`src/rtl/pos_move_sequencer_pkg.sv`:
```
// Shared types and constants for the position move sequencer.
// Holds the FSM state encoding, the PID saturation threshold and the 33-bit difference helper.
package pos_seq_pkg;

    typedef enum logic [1:0] {
        ST_IDLE   = 2'd0,
        ST_MOVE   = 2'd1,
        ST_SETTLE = 2'd2,
        ST_FAULT  = 2'd3
    } pos_seq_state_t;

    localparam logic signed [15:0] SAT_LIMIT = 16'sd3900;
    localparam int unsigned        EXT_W     = 33;

    // Magnitude of (a - b), computed one bit wider so full-range positions cannot overflow.
    function automatic logic [EXT_W-1:0] abs_diff33(input logic signed [31:0] a,
                                                     input logic signed [31:0] b);
        logic signed [EXT_W-1:0] d;
        d = {a[31], a} - {b[31], b};
        if (d[EXT_W-1]) begin
            return {EXT_W{1'b0}} - d;
        end else begin
            return d;
        end
    endfunction

endpackage

```
`src/rtl/pos_move_sequencer_if.sv`:
```
// Move-command handshake bundle between the command registers and the sequencer.
interface pos_move_sequencer_if;
    logic               cmd_valid;
    logic               cmd_ready;
    logic signed [31:0] cmd_target;
    logic        [15:0] cmd_vmax;

    modport master (
        output cmd_valid,
        output cmd_target,
        output cmd_vmax,
        input  cmd_ready
    );

    modport slave (
        input  cmd_valid,
        input  cmd_target,
        input  cmd_vmax,
        output cmd_ready
    );
endinterface

```
`src/rtl/pos_move_sequencer_tick_gen.sv`:
```
// Control-tick divider: one-cycle tick every DIVIDER clocks, asserted in the first cycle after reset.
// The PID core uses the identical counter so both stay phase-aligned.
module tick_gen #(
    parameter int DIVIDER = 5000
) (
    input  logic clk,
    input  logic reset,
    output logic tick
);
    localparam int CNT_W = (DIVIDER > 1) ? $clog2(DIVIDER) : 1;

    logic [CNT_W-1:0] r_div_cnt;
    logic             r_tick;

    // Divider counter; tick is registered as (next count == 0).
    always_ff @(posedge clk) begin
        if (reset) begin
            r_div_cnt <= {CNT_W{1'b0}};
            r_tick    <= 1'b1;
        end else if (r_div_cnt == CNT_W'(DIVIDER - 1)) begin
            r_div_cnt <= {CNT_W{1'b0}};
            r_tick    <= 1'b1;
        end else begin
            r_div_cnt <= r_div_cnt + CNT_W'(1);
            r_tick    <= 1'b0;
        end
    end

    assign tick = r_tick;
endmodule

```
`src/rtl/pos_move_sequencer.sv`:
```
// Move sequencer: ramps the PID setpoint toward a commanded target, confirms settling, faults on timeout.
// Optional build macro SAT_FAULT_EN adds a sustained-saturation fault on control_signal.
module pos_move_sequencer
    import pos_seq_pkg::*;
#(
    parameter int DIVIDER       = 5000,
    parameter int SETTLE_TOL    = 2,
    parameter int SETTLE_TICKS  = 200,
    parameter int TIMEOUT_TICKS = 40000,
    parameter int SAT_TICKS     = 2000
) (
    input  logic                 clk,
    input  logic                 reset,
    pos_move_sequencer_if.slave  cmd,
    input  logic                 abort,
    input  logic                 fault_clr,
    input  logic signed [31:0]   actual_pos,
    input  logic signed [15:0]   control_signal,
    output logic signed [31:0]   desired_pos,
    output logic                 pid_enable,
    output logic                 busy,
    output logic                 done,
    output logic                 fault,
    output logic [1:0]           state
);
    localparam int INPOS_W = $clog2(SETTLE_TICKS + 1);
    localparam int TMO_W   = $clog2(TIMEOUT_TICKS + 1);

    pos_seq_state_t      r_state,   w_state_nxt;
    logic signed [31:0]  r_target,  w_target_nxt;
    logic        [15:0]  r_vmax,    w_vmax_nxt;
    logic signed [31:0]  r_desired, w_desired_nxt;
    logic                r_pid_en,  w_pid_en_nxt;
    logic                r_done,    w_done_nxt;
    logic                r_busy;
    logic                r_fault;
    logic [INPOS_W-1:0]  r_inpos_cnt, w_inpos_nxt, w_inpos_inc;
    logic [TMO_W-1:0]    r_settle_cnt, w_settle_nxt;

    logic                w_tick;
    logic                w_cmd_ready;
    logic                w_sat_trip;
    logic [EXT_W-1:0]    w_move_mag;
    logic [EXT_W-1:0]    w_settle_mag;
    logic                w_move_neg;
    logic                w_inpos;
    logic [31:0]         w_step;

    tick_gen #(.DIVIDER(DIVIDER)) u_tick_gen (
        .clk   (clk),
        .reset (reset),
        .tick  (w_tick)
    );

    assign w_cmd_ready   = (r_state == ST_IDLE) && !abort;
    assign cmd.cmd_ready = w_cmd_ready;

    assign w_move_mag   = abs_diff33(r_target, r_desired);
    assign w_settle_mag = abs_diff33(r_target, actual_pos);
    assign w_move_neg   = (r_target < r_desired);
    assign w_inpos      = (w_settle_mag <= EXT_W'(SETTLE_TOL));
    assign w_step       = {16'd0, r_vmax};
    assign w_inpos_inc  = r_inpos_cnt + INPOS_W'(1);

`ifdef SAT_FAULT_EN
    localparam int SAT_W = $clog2(SAT_TICKS + 1);

    logic [SAT_W-1:0] r_sat_cnt, w_sat_cnt_nxt;
    logic             w_sat_hit;

    assign w_sat_hit = (control_signal >= SAT_LIMIT) || (control_signal <= -SAT_LIMIT);

    // Consecutive saturated-tick counter, live only while a move is in progress.
    always_comb begin
        w_sat_cnt_nxt = r_sat_cnt;
        w_sat_trip    = 1'b0;
        if ((r_state == ST_MOVE) || (r_state == ST_SETTLE)) begin
            if (w_tick && !abort) begin
                if (w_sat_hit) begin
                    w_sat_cnt_nxt = r_sat_cnt + SAT_W'(1);
                    w_sat_trip    = (w_sat_cnt_nxt == SAT_W'(SAT_TICKS));
                end else begin
                    w_sat_cnt_nxt = {SAT_W{1'b0}};
                end
            end else begin
                w_sat_cnt_nxt = r_sat_cnt;
            end
        end else begin
            w_sat_cnt_nxt = {SAT_W{1'b0}};
        end
    end

    // Saturation counter register.
    always_ff @(posedge clk) begin
        if (reset) begin
            r_sat_cnt <= {SAT_W{1'b0}};
        end else begin
            r_sat_cnt <= w_sat_cnt_nxt;
        end
    end
`else
    logic w_unused_cs;
    assign w_unused_cs = ^control_signal;
    assign w_sat_trip  = 1'b0;
`endif

    // Next-state, setpoint ramp and settle bookkeeping.
    always_comb begin
        w_state_nxt   = r_state;
        w_target_nxt  = r_target;
        w_vmax_nxt    = r_vmax;
        w_desired_nxt = r_desired;
        w_pid_en_nxt  = r_pid_en;
        w_done_nxt    = 1'b0;
        w_inpos_nxt   = r_inpos_cnt;
        w_settle_nxt  = r_settle_cnt;

        case (r_state)
            ST_IDLE: begin
                // With the loop disabled the setpoint shadows the encoder for a bumpless start.
                if (!r_pid_en) begin
                    w_desired_nxt = actual_pos;
                end else begin
                    w_desired_nxt = r_desired;
                end
                if (w_cmd_ready && cmd.cmd_valid) begin
                    w_target_nxt = cmd.cmd_target;
                    w_vmax_nxt   = (cmd.cmd_vmax == 16'd0) ? 16'd1 : cmd.cmd_vmax;
                    w_state_nxt  = ST_MOVE;
                    w_pid_en_nxt = 1'b1;
                    w_inpos_nxt  = {INPOS_W{1'b0}};
                    w_settle_nxt = {TMO_W{1'b0}};
                end else begin
                    w_state_nxt = ST_IDLE;
                end
            end
            ST_MOVE: begin
                if (abort) begin
                    w_state_nxt = ST_IDLE;
                end else if (w_tick) begin
                    if (w_sat_trip) begin
                        w_state_nxt  = ST_FAULT;
                        w_pid_en_nxt = 1'b0;
                    end else if (w_move_mag <= {17'd0, r_vmax}) begin
                        w_desired_nxt = r_target;
                        w_state_nxt   = ST_SETTLE;
                    end else if (w_move_neg) begin
                        w_desired_nxt = r_desired - w_step;
                    end else begin
                        w_desired_nxt = r_desired + w_step;
                    end
                end else begin
                    w_state_nxt = ST_MOVE;
                end
            end
            ST_SETTLE: begin
                if (abort) begin
                    w_state_nxt = ST_IDLE;
                end else if (w_tick) begin
                    if (w_inpos) begin
                        w_inpos_nxt = w_inpos_inc;
                    end else begin
                        w_inpos_nxt = {INPOS_W{1'b0}};
                    end
                    w_settle_nxt = r_settle_cnt + TMO_W'(1);
                    // Completion outranks timeout when both land on the same tick.
                    if (w_inpos && (w_inpos_inc == INPOS_W'(SETTLE_TICKS))) begin
                        w_done_nxt  = 1'b1;
                        w_state_nxt = ST_IDLE;
                    end else if ((w_settle_nxt == TMO_W'(TIMEOUT_TICKS)) || w_sat_trip) begin
                        w_state_nxt  = ST_FAULT;
                        w_pid_en_nxt = 1'b0;
                    end else begin
                        w_state_nxt = ST_SETTLE;
                    end
                end else begin
                    w_state_nxt = ST_SETTLE;
                end
            end
            ST_FAULT: begin
                w_pid_en_nxt = 1'b0;
                if (fault_clr) begin
                    w_state_nxt = ST_IDLE;
                end else begin
                    w_state_nxt = ST_FAULT;
                end
            end
            default: begin
                w_state_nxt  = ST_IDLE;
                w_pid_en_nxt = 1'b0;
            end
        endcase
    end

    // State and output registers.
    always_ff @(posedge clk) begin
        if (reset) begin
            r_state      <= ST_IDLE;
            r_target     <= 32'sd0;
            r_vmax       <= 16'd1;
            r_desired    <= 32'sd0;
            r_pid_en     <= 1'b0;
            r_done       <= 1'b0;
            r_busy       <= 1'b0;
            r_fault      <= 1'b0;
            r_inpos_cnt  <= {INPOS_W{1'b0}};
            r_settle_cnt <= {TMO_W{1'b0}};
        end else begin
            r_state      <= w_state_nxt;
            r_target     <= w_target_nxt;
            r_vmax       <= w_vmax_nxt;
            r_desired    <= w_desired_nxt;
            r_pid_en     <= w_pid_en_nxt;
            r_done       <= w_done_nxt;
            r_busy       <= (w_state_nxt == ST_MOVE) || (w_state_nxt == ST_SETTLE);
            r_fault      <= (w_state_nxt == ST_FAULT);
            r_inpos_cnt  <= w_inpos_nxt;
            r_settle_cnt <= w_settle_nxt;
        end
    end

    assign desired_pos = r_desired;
    assign pid_enable  = r_pid_en;
    assign busy        = r_busy;
    assign done        = r_done;
    assign fault       = r_fault;
    assign state       = r_state;
endmodule

```
`src/flat_wrapper.sv`:
```
// flat-port wrapper written by rule: the top's interface ports become plain ports
module pos_move_sequencer_flat import pos_seq_pkg::*;
#(
    parameter int DIVIDER       = 5000,
    parameter int SETTLE_TOL    = 2,
    parameter int SETTLE_TICKS  = 200,
    parameter int TIMEOUT_TICKS = 40000,
    parameter int SAT_TICKS     = 2000
)
  (clk, reset, abort, fault_clr, actual_pos, control_signal, desired_pos, pid_enable, busy, done, fault, state, cmd_cmd_valid, cmd_cmd_target, cmd_cmd_vmax, cmd_cmd_ready);
  pos_move_sequencer_if cmd_i ();
  input  logic clk;
  input  logic reset;
  input  logic abort;
  input  logic fault_clr;
  input  logic signed [31:0] actual_pos;
  input  logic signed [15:0] control_signal;
  output logic signed [31:0] desired_pos;
  output logic pid_enable;
  output logic busy;
  output logic done;
  output logic fault;
  output logic [1:0] state;
  input wire logic [$bits(cmd_i.cmd_valid)-1:0] cmd_cmd_valid;
  input wire logic [$bits(cmd_i.cmd_target)-1:0] cmd_cmd_target;
  input wire logic [$bits(cmd_i.cmd_vmax)-1:0] cmd_cmd_vmax;
  output wire logic [$bits(cmd_i.cmd_ready)-1:0] cmd_cmd_ready;
  assign cmd_i.cmd_valid = cmd_cmd_valid;
  assign cmd_i.cmd_target = cmd_cmd_target;
  assign cmd_i.cmd_vmax = cmd_cmd_vmax;
  assign cmd_cmd_ready = cmd_i.cmd_ready;
  pos_move_sequencer #(.DIVIDER(DIVIDER), .SETTLE_TOL(SETTLE_TOL), .SETTLE_TICKS(SETTLE_TICKS), .TIMEOUT_TICKS(TIMEOUT_TICKS), .SAT_TICKS(SAT_TICKS)) u_core (.clk(clk), .reset(reset), .cmd(cmd_i), .abort(abort), .fault_clr(fault_clr), .actual_pos(actual_pos), .control_signal(control_signal), .desired_pos(desired_pos), .pid_enable(pid_enable), .busy(busy), .done(done), .fault(fault), .state(state));
endmodule
```
`config.mk`:
```
export PLATFORM = sky130hd
export DESIGN_NAME = pos_move_sequencer_flat
export DESIGN_NICKNAME = d
export VERILOG_FILES = /design/src/rtl/pos_move_sequencer_pkg.sv /design/src/rtl/pos_move_sequencer_if.sv /design/src/rtl/pos_move_sequencer_tick_gen.sv /design/src/rtl/pos_move_sequencer.sv /design/src/flat_wrapper.sv
export SDC_FILE = /design/constraint.sdc
export NUM_CORES = 1
export LEC_CHECK = 0
export ABC_AREA = 1
export CAP_MARGIN = 20
export CELL_PAD_IN_SITES_DETAIL_PLACEMENT = 0
export CELL_PAD_IN_SITES_GLOBAL_PLACEMENT = 1
export CORE_UTILIZATION = 41
export CTS_CLUSTER_DIAMETER = 200
export DETAILED_ROUTE_END_ITERATION = 7
export PLACE_DENSITY = 0.82
export SLEW_MARGIN = 25
export SYNTH_ARGS = -nofsm -noshare
export SYNTH_HDL_FRONTEND = slang
export SYNTH_SLANG_ARGS = --single-unit
```
`constraint.sdc`:
```
create_clock -name clk -period 5.9 [get_ports clk]
set_clock_uncertainty 0.2 [all_clocks]
set_input_delay 0.885 -clock clk [delete_from_list [all_inputs] [get_ports clk]]
set_output_delay 0.885 -clock clk [all_outputs]
set_load 0.01 [all_outputs]
```
# Yosys cells after proc, flatten, opt, wreduce, memory -nomap -nowiden
# Index checks and enable logic that the tools add are counted.
[totals]
ff_bits = 124
latchBits = 0
ramBits = 0
rom_bits = 0
input_bits = 101
out_inout_bits = 39
memories = 0
[classes]
addsub = 9
mul = 0
div = 0
order_cmp = 3
n_eq_ne = 17
shifts = 0
n_mux = 36
n_bitwise = 3
n_reduce_logical = 15
[op_table]
columns = ["op", "n"]
rows = [
  ["2-to-1 mux 32 bit", 5],
  ["2-to-1 mux 33 bit", 2],
  ["subtractor 1 x 33 -> 33 bit, first input constant", 2],
  ["subtractor 32 x 32 -> 33 bit", 2],
  ["2-to-1 mux 16 bit", 4],
  ["case mux 32 bit (2 select lines)", 1],
  ["less-or-equal comparator 33 x 16 -> 1 bit", 1],
  ["less-or-equal comparator 33 x 2 -> 1 bit, second input constant", 1],
  ["adder 32 x 16 -> 32 bit", 1],
  ["< comparator 32 bit", 1],
  ["2-to-1 mux 8 bit", 4],
  ["case mux 16 bit (2 select lines)", 1],
  ["subtractor 32 x 16 -> 32 bit", 1],
  ["adder 16 x 1 -> 16 bit, second input constant", 1],
  ["equality test 16 bit, second input constant", 1],
  ["zero test 16 bit", 1],
  ["case mux 8 bit (2 select lines)", 1],
  ["2-to-1 mux 2 bit", 7],
  ["inequality test 2 bit, second input constant", 7],
  ["adder 13 x 1 -> 13 bit, second input constant", 1],
  ["equality test 13 bit, second input constant", 1],
  ["2-to-1 mux 1 bit", 9],
  ["adder 8 x 1 -> 8 bit, second input constant", 1],
  ["equality test 2 bit, second input constant", 4],
  ["other kinds (16)", 23],
]

# Logic depth before layout (Yosys ltp)
# Gate-level depths: netlist of run 1.
[depth]
word_depth = 11
depth_mapped = 41

# Hierarchy
# A second synthesis of run 1 with hierarchy kept.
[hier_totals]
hier_cells = 2608
hier_area_um2 = 15103.2
[modules_own_cells]
columns = ["module", "instances", "cells_each", "area_per_inst_um2"]
rows = [
  ["pos_move_sequencer", 1, 2512, 14417.6],
  ["tick_gen", 1, 96, 685.7],
]

# Worst setup path before layout of run 1
# OpenSTA, ideal clock, no wires.
[synth_timing]
path_kind = "register to register"
from = "reg u_core.r_desired[1] (netlist: u_core.desired_pos[1])"
to = "reg u_core.r_busy (netlist: u_core.busy)"
setup_ps = 128
t_arrival_ps = 4676
setup_slack_ps = 896
stages_incl_launch_ff = 38
n_path_buf = 2
path_cell_list = "dfxtp_1 > inv_1 > fa_1 > nand2_1 > o21ai_2 > nand2_1 > nand2_1 > nand2_1 > nand2_1 > nand2_1 > o211ai_2 > nand2_4 > buf_2 > clkbuf_1 > nand2_1 > xor2_1 > inv_1 > ha_1 > (+2 left out) > nand4_1 > a21oi_1 > o21ai_0 > a21oi_1 > nor2_1 > nor2_1 > o21ai_0 > nor2_1 > nand3_1 > nor2_2 > nand2_4 > nand2_1 > nand2_1 > nand2_1 > nand3b_1 > ha_1 > inv_1 > nor2_1"
[synth_between]
elab_chain_len = 10
word_cells_on_any_way = 11
cone_classes = "add/sub (2); order compare (1); eq/ne (2); mux (5); reduce/logical (1)"
[synth_lines]
columns = ["item", "line", "text"]
rows = [
  ["start: declaration", "pos_move_sequencer.sv:32", "logic signed [31:0] r_desired, w_desired_nxt;"],
  ["start signal: assignment", "pos_move_sequencer.sv:212", "r_desired <= w_desired_nxt;"],
  ["subtractor 32 x 32 -> 33 bit (*)", "pos_move_sequencer_pkg.sv:19", "d = {a[31], a} - {b[31], b};"],
  ["subtractor 1 x 33 -> 33 bit", "pos_move_sequencer_pkg.sv:21", "return {EXT_W{1'b0}} - d;"],
  ["2-to-1 mux 33 bit (*)", "pos_move_sequencer_pkg.sv:20", "if (d[EXT_W-1]) begin"],
  ["less-or-equal comparator 33 x 16 -> 1 bit (*)", "pos_move_sequencer.sv:144", "end else if (w_move_mag <= {17'd0, r_vmax}) begin"],
  ["2-to-1 mux 2 bit (*)", "pos_move_sequencer.sv:144", ""],
  ["2-to-1 mux 2 bit (*)", "pos_move_sequencer.sv:140", "end else if (w_tick) begin"],
  ["2-to-1 mux 2 bit (*)", "pos_move_sequencer.sv:138", "if (abort) begin"],
  ["case mux 2 bit (4 select lines) (*)", "pos_move_sequencer.sv:118", "case (r_state)"],
  ["via u_core.w_state_nxt[0]", "pos_move_sequencer.sv:29", "pos_seq_state_t r_state, w_state_nxt;"],
  ["equality test 2 x 1 -> 1 bit / equality test 2 bit (equally long branches)", "pos_move_sequencer.sv:215", "r_busy <= (w_state_nxt == ST_MOVE) || (w_state_nxt == ST_SETTLE);"],
  ["logical OR 1 bit (*)", "pos_move_sequencer.sv:215", ""],
  ["end signal: assignment", "pos_move_sequencer.sv:215", ""],
  ["end: declaration", "pos_move_sequencer.sv:35", "logic r_busy;"],
]
# The timed path passes the listed nets; every way through them passes the cells marked *.
# A chain may end at the register's enable or synchronous reset.

# Worst setup path in the final report of run 1
[layout_timing]
from = "reg u_core.r_desired[22] (netlist: u_core.desired_pos[22])"
to = "reg u_core.r_busy (netlist: u_core.busy)"
# Same word-level chain as after synthesis.

==> metrics.md, run 1 <==
| Metric | Value |
|---|---|
| Hold Path Depth | `2` |
| CP Launch Type | `flip-flop` |
| Yosys top cell area share | `0.181` |
| Power per standard cell area | `292 nW/um^2` |
| Internal power consumption | `2.69 mW` |
| Family with the most delay on the worst path | `simple AND/OR/NAND/NOR gates` |
| Starting Density | `0.415` |
| Crit. End Element | `flip-flop` |
| Flop pwr share | `0.188` |
| Max Cap Violations | `0` |
| HP Class | `reg2reg` |
| Top-count cell post-synth | `nand2_1` |
| CP max stage cell | `dfxtp_1` |
| Rows | `69` |
| Dominant cell type by area after synthesis | `nand2_1` |
| Total number of vias | `16311` |
| DP Worst Slack | `0.101 ns` |
| Final #Nets | `2896` |
| CP peak stage delay | `0.43 ns` |
| Routed vias/inst | `5.18` |
| DIE AREA | `36600 sq um` |
| Clk pin slew, worst setup/hold paths | `0.06 ns` |
| P_sw | `2.39 mW` |
| CTS Root Cell | `clkbuf_16` |
| Largest cells by area after synthesis | `nand2_1 18%, dfxtp_1 17%, ha_1 10%` |
| Slew at the pin with the worst max-slew slack | `0.893 ns` |
| First-pass GRT wire length | `78.6 mm` |
| RSZ-0062 raised after global routing | `false` |
| Post-detail-place hpwl | `41.3 mm` |
| Tcrit/Tclk final | `0.940` |
| Reg2reg end | `u_core.busy` |
| Max_slew headroom | `0.404` |
| WS Path Type | `reg2reg` |
| CP Data Required Time | `6.00 ns` |
| Antenna violations before repair | `2` |
| Clock buffer depth | `2` |
| Ratio of cells with drive above 1 in the final layout | `0.0708` |
| I/O Buffers | `123` |
| Yosys Warn Count | `0` |
| Fin util | `0.489` |
| WP data arrival | `5.65 ns` |
| Setup slack after layout | `0.352 ns` |
| Number of global-route vias before repair | `14991` |
| Number of hold buffers added after CTS | `0` |
| Reg2reg setup slack | `0.35 ns` |
| Ports | `140` |
| VDD IR-drop max | `0.000264 V` |
| Hold_sp | `u_core.r_settle_cnt[8]` |
| Sw Share | `0.470` |
| Drt drc | `0` |
| CP bufs+invs | `5` |
| Area grow syn2layout | `18.0%` |
| Synthesized area | `14700 sq um` |
| Die height | `191 um` |
| Final setup fails | `0` |
| Final ANT Viol Nets | `0` |
| Fin crit period | `5.55 ns` |
| Reg2reg path depth | `36` |
| Die width | `191 um` |
| Register bit total from synthesis | `124` |
| Final hold vios | `0` |
| DR iter-0 viols | `1142` |
| Num CTS Buffers | `17` |
| Max-slew violation count | `0` |
| Number of diodes | `0` |
| WHS Endpoint | `u_core.r_settle_cnt[8]` |
| RR Startpoint | `u_core.desired_pos[22]` |
| Top cells by instance count after synthesis | `709 x nand2_1, 384 x inv_1, 245 x nor2_1, 239 x a21oi_1, 148 x nand3_1` |
| Max Clock Freq | `0.180 GHz` |
| Register area share after synthesis | `0.169` |
| Fill cells | `3801` |
| Worst hold slack | `0.263 ns` |
| Routed length per instance | `15.9 um` |
| Post-Route Setup TNS | `0 ns` |
| Gr ovfl total | `0` |
| GPL Wtd Cong | `0.947` |
| Avg Inst Size Synth | `5.82 sq um` |
| Crit Path Max Fanout | `15` |
| DR pass1 iterations | `6` |
| Drt total wl | `50.0 mm` |
| Ys flop type | `dfxtp_1` |
| CTS tree | `yes` |
| Post-synth EDFFs | `0` |
| Clk network pwr share | `0.215` |
| Core area | `35500 sq um` |
| Outcome | `completed` |
| Total track usage | `0.274` |
| FFs w/ async S/R, synth | `0` |
| Leakage | `8.60 nW` |
| Number of H-tree levels | `4` |
| Largest net degree at the start of global routing | `72` |
| Worst Setup SP | `u_core.desired_pos[22]` |
| Logic pwr share | `0.597` |
| Worst skew pair latency | `0.45 ns` |
| Clk sinks | `124` |
| Post-Syn Nets | `2751` |
| Post-synth cell types | `59` |
| Syn Inst Count | `2527` |
-- cell usage in the layout (no fill, tap or decap), types with 8 or more instances in the layout --
cell type and count:
nand2_1 702, a31oi_1 8, nor3_1 28, nand2_2 27, ha_1 119, nand3b_1 23, dfxtp_1 122, clkdlybuf4s50_1 122
clkbuf_16 17, o21ai_0 94, nor2_1 244, xor2_1 64, o21bai_1 12, a21oi_1 239, inv_1 383, a211oi_1 16
nand3_1 148, nand4_1 40, nor4_1 9, buf_4 55, xnor2_1 28, o211ai_1 19, nor2_2 17, o21ai_1 28
-- metrics by stage --
step | total power, mW | cells | instance area [sq um]
floorplan | 3.10 | 2527 | 14700
global placement | 3.89 | 3110 | 16700
detailed placement | 3.91 | 3110 | 16700
CTS | 5.02 | 3142 | 17300
global route | 5.51 | 3146 | 17400
finish | 5.07 | 3146 | 17400
-- per-layer routing --
metal,track usage,part of all wire,up-vias
met1,0.368,0.47,7383
met2,0.455,0.45,429
met3,0.0417,0.056,45
met5,0,0,-
met4,0.0656,0.017,0
li1,-,-,8454
-- worst min-delay path: cells and delay by family, from the launching register on --
family	cells	cell delay (ns)
AOI/OAI and AO/OA	1	0.05
DFF	1	0.31
and+or+nand+nor	1	0.06
-- worst max path at each step --
stage,cells after the start,to
detailed placement,27,u_core.busy
floorplan,37,u_core.busy
global placement,27,u_core.busy
CTS,36,u_core.busy
global route,35,u_core.desired_pos[21]
finish,36,u_core.busy
-- repair_timing --
item	CTS	global route
endpoints found under the hold margin	0	0
setup endpoints to repair	0	34
resized for setup	0	25
setup buffers	0	4
-- final cells by class --
cell class | instances | area, sq um | share of cell area
clock buffer | 19 | 453 | 0.0261
clock inverter | 13 | 140 | 0.00807
inverter | 395 | 1490 | 0.0855
multi-input combinational | 1954 | 10600 | 0.608
sequential | 124 | 2480 | 0.143
tap | 461 | 577 | 0.0332
timing repair buffer | 180 | 1670 | 0.0962
-- logic make-up (layout without fill, tap and decap cells) --
family,count (synthesis),count (layout),share of synthesized area
XOR/XNOR,97,97,0.0611
flip-flops,124,124,0.169
adder cells (fa/ha/maj),123,123,0.106
AO/OA/AOI/OAI,449,449,0.168
buffers and inverters,449,607,0.119
AND/OR/NAND/NOR,1285,1285,0.377
-- flip-flops by register name (all words and copies together), names as in the netlist, 2 cells and up --
| name | count |
|---|---|
| u_core.r_settle_cnt | 16 |
| u_core.r_inpos_cnt | 8 |
| u_core.state | 2 |
| u_core.u_tick_gen.r_div_cnt | 13 |
| u_core.r_vmax | 16 |
| u_core.r_target | 32 |
| u_core.desired_pos | 32 |
-- power groups by stage --
stage | Combinational (mW) | Clock (mW) | Sequential, mW
floorplan | 2.13 | 0 | 0.966
global placement | 2.91 | 0 | 0.973
detailed placement | 2.94 | 0 | 0.973
CTS | 2.96 | 1.10 | 0.954
global route | 3.41 | 1.14 | 0.959
finish | 3.03 | 1.09 | 0.954
No activity file was read; power rests on OpenSTA's default activity.
==> inputs of run 2 (changes only) <==
--- a/config.mk
+++ b/config.mk
@@ -9,10 +9,10 @@
 export CAP_MARGIN = 20
 export CELL_PAD_IN_SITES_DETAIL_PLACEMENT = 0
 export CELL_PAD_IN_SITES_GLOBAL_PLACEMENT = 1
-export CORE_UTILIZATION = 41
+export CORE_UTILIZATION = 44
 export CTS_CLUSTER_DIAMETER = 200
 export DETAILED_ROUTE_END_ITERATION = 7
-export PLACE_DENSITY = 0.82
+export PLACE_DENSITY = 0.87
 export SLEW_MARGIN = 25
 export SYNTH_ARGS = -nofsm -noshare
 export SYNTH_HDL_FRONTEND = slang
==> constraint.sdc (replaced) <==
create_clock -name clk -period 7 [get_ports clk]
set_clock_uncertainty 0.2 [all_clocks]
set_input_delay 1.4 -clock clk [delete_from_list [all_inputs] [get_ports clk]]
set_output_delay 1.4 -clock clk [all_outputs]
set_load 0.01 [all_outputs]
==> run 2 against run 1 <==
- critical path depth is 2 lower
- largest cell class unchanged
- critical endpoint unchanged
- clock power is 14% lower
- first-iteration DRC count is 0.88% higher
- sequential power decreased by 14%
- maximum frequency shrank 11%
==> metrics.md, run 2 (synthesis results as in run 1) <==
| Metric | Value |
|---|---|
| Crit. End Element | `flip-flop (unchanged)` |
| RSZ-0062 raised after global routing | `false (unchanged)` |
| Largest net degree at the start of global routing | `73 (was 72)` |
| GPL Wtd Cong | `0.941 (was 0.947)` |
| CTS tree | `yes (unchanged)` |
| First-pass GRT wire length | `76.4 mm (was 78.6 mm)` |
| DR iter-0 viols | `1152 (was 1142)` |
| Worst skew pair latency | `0.43 ns (was 0.45 ns)` |
| Worst hold slack | `0.261 ns (was 0.263 ns)` |
| WS Path Type | `reg2reg (unchanged)` |
| CP Launch Type | `flip-flop (unchanged)` |
| DIE AREA | `34200 sq um (was 36600 sq um)` |
| I/O Buffers | `123 (unchanged)` |
| Max-slew violation count | `0 (unchanged)` |
| Final hold vios | `0 (unchanged)` |
| Ratio of cells with drive above 1 in the final layout | `0.0507 (was 0.0708)` |
| Gr ovfl total | `0 (unchanged)` |
| HP Class | `reg2reg (unchanged)` |
| Routed vias/inst | `5.23 (was 5.18)` |
| Outcome | `completed (unchanged)` |
| Clock buffer depth | `2 (unchanged)` |
| CP Data Required Time | `7.09 ns (was 6.00 ns)` |
| Sw Share | `0.468 (was 0.470)` |
| Drt drc | `0 (unchanged)` |
| WP data arrival | `6.31 ns (was 5.65 ns)` |
| Flop pwr share | `0.196 (was 0.188)` |
| Die height | `185 um (was 191 um)` |
| Rows | `66 (was 69)` |
| Number of hold buffers added after CTS | `0 (unchanged)` |
| DR pass1 iterations | `6 (unchanged)` |
| Drt total wl | `47.8 mm (was 50.0 mm)` |
| Area grow syn2layout | `15.5% (was 18.0%)` |
| CP max stage cell | `dfxtp_1 (unchanged)` |
| Max Clock Freq | `0.161 GHz (was 0.180 GHz)` |
| Final #Nets | `2854 (was 2896)` |
| Tcrit/Tclk final | `0.887 (was 0.940)` |
| Slew at the pin with the worst max-slew slack | `0.905 ns (was 0.893 ns)` |
| Worst Setup SP | `u_core.desired_pos[19] (was u_core.desired_pos[22])` |
| Placed insts | `3053 (was 3110)` |
| CP peak stage delay | `0.50 ns (was 0.43 ns)` |
| Commonest non-fill, non-tap cell in the layout | `nand2_1 (unchanged)` |
| Total number of vias | `16125 (was 16311)` |
| Crit Path Max Fanout | `33 (was 15)` |
| Post-Route Setup TNS | `0 ns (unchanged)` |
| Most used cell, CP | `nor2_1` |
| CTS Root Cell | `clkbuf_16 (unchanged)` |
| Total track usage | `0.283 (was 0.274)` |
| RR Startpoint | `u_core.desired_pos[19] (was u_core.desired_pos[22])` |
| Antenna violations before repair | `0 (was 2)` |
| P_sw | `1.96 mW (was 2.39 mW)` |
| Starting Density | `0.450 (was 0.415)` |
| Tot Pwr | `4.19 mW (was 5.07 mW)` |
| VDD IR-drop max | `0.000207 V (was 0.000264 V)` |
| Max Cap Violations | `0 (unchanged)` |
| Final ANT Viol Nets | `0 (unchanged)` |
| Post-CTS Setup Bufs | `0 (unchanged)` |
| Hold_sp | `u_core.u_tick_gen.r_div_cnt[0] (was u_core.r_settle_cnt[8])` |
| Final setup fails | `0 (unchanged)` |
| Leakage | `8.38 nW (was 8.60 nW)` |
| Routed length per instance | `15.5 um (was 15.9 um)` |
| Clk pin slew, worst setup/hold paths | `0.06 ns (about the same)` |
| Power per standard cell area | `246 nW/um^2 (was 292 nW/um^2)` |
| Number of diodes | `0 (unchanged)` |
| Number of global-route vias before repair | `14713 (was 14991)` |
| Most frequent cells in the layout | `708 x nand2_1, 383 x inv_1, 245 x nor2_1 (was 702 x nand2_1, 383 x inv_1, 244 x nor2_1)` |
| Clk sinks | `124 (unchanged)` |
| Number of H-tree levels | `4 (unchanged)` |
| Internal power consumption | `2.23 mW (was 2.69 mW)` |
| Num CTS Buffers | `17 (unchanged)` |
| Die width | `185 um (was 191 um)` |
| Fill cells | `3526 (was 3801)` |
| Ports | `140 (unchanged)` |
| Fin crit period | `6.21 ns (was 5.55 ns)` |
| Clk network pwr share | `0.224 (was 0.215)` |
| Post-CTS Resized | `0 (unchanged)` |
| Max_slew headroom | `0.394 (was 0.404)` |
| Post-detail-place hpwl | `39.2 mm (was 41.3 mm)` |
| Logic pwr share | `0.579 (was 0.597)` |
| Finished Layout Cells | `3085 (was 3146)` |
| Core area | `32700 sq um (was 35500 sq um)` |
[run 2: cell types whose count changed in the layout (fill, tap and decap cells not counted), sizes merged]
cell,delta
buf,-42
clkinv,-3
inv,+3
bufinv,+1
clkbuf,-1
[run 2: power groups by stage]
stage / clock network [mW] / registers (mW) / logic (mW)
floorplan: 0 / 0.814 / 1.80
global placement: 0 / 0.839 / 2.36
detailed placement: 0 / 0.839 / 2.39
CTS: 0.954 / 0.823 / 2.41
global route: 0.975 / 0.827 / 2.77
finish: 0.939 / 0.822 / 2.42
[run 2: worst max-delay path, delay by kind of cell, from the launching register on]
kind,cells,cell delay [ns]
adders and majority gates,3,0.97
DFF,1,0.50
xor gates and xnor gates,1,0.19
buffers and inverters,5,0.61
AOI/OAI and AO/OA,10,1.89
and+or+nand+nor,15,1.67
[run 2: routing by layer]
| metal | part of all wire | vias up | GRT usage |
|---|---|---|---|
| met5 | 0 | - | 0 |
| met3 | 0.055 | 43 | 0.0319 |
| met1 | 0.49 | 7307 | 0.398 |
| met4 | 0.012 | 0 | 0.0579 |
| met2 | 0.45 | 413 | 0.463 |
| li1 | - | 8362 | - |
[run 2: path summary, 6_finish.rpt]
kind | to | slack (ns) | cells after the start
max | u_core.busy | 0.79 | 34
min | u_core.u_tick_gen.r_div_cnt[0] | 0.26 | 1
max reg2reg | u_core.busy | 0.79 | 34
min reg2reg | u_core.u_tick_gen.r_div_cnt[0] | 0.26 | 1
[run 2: final cells by class]
type,instances,area (sq um),area share
clock buffer,18,429,0.0253
inverter,395,1490,0.0874
clock inverter,14,184,0.0108
multi-input combinational,1954,10500,0.619
sequential,124,2480,0.146
timing repair buffer,138,1340,0.0788
tap,442,553,0.0326
[run 2: through the flow]
step                      worst slack, ns  area, sq um   util
final                               0.788        17000  0.520
after global routing                0.366        17000  0.520
after CTS                           0.915        17000  0.520
after detailed placement            0.579        16400  0.501
after global placement              0.676        16400  0.500
after floorplan                      2.00        14700      -
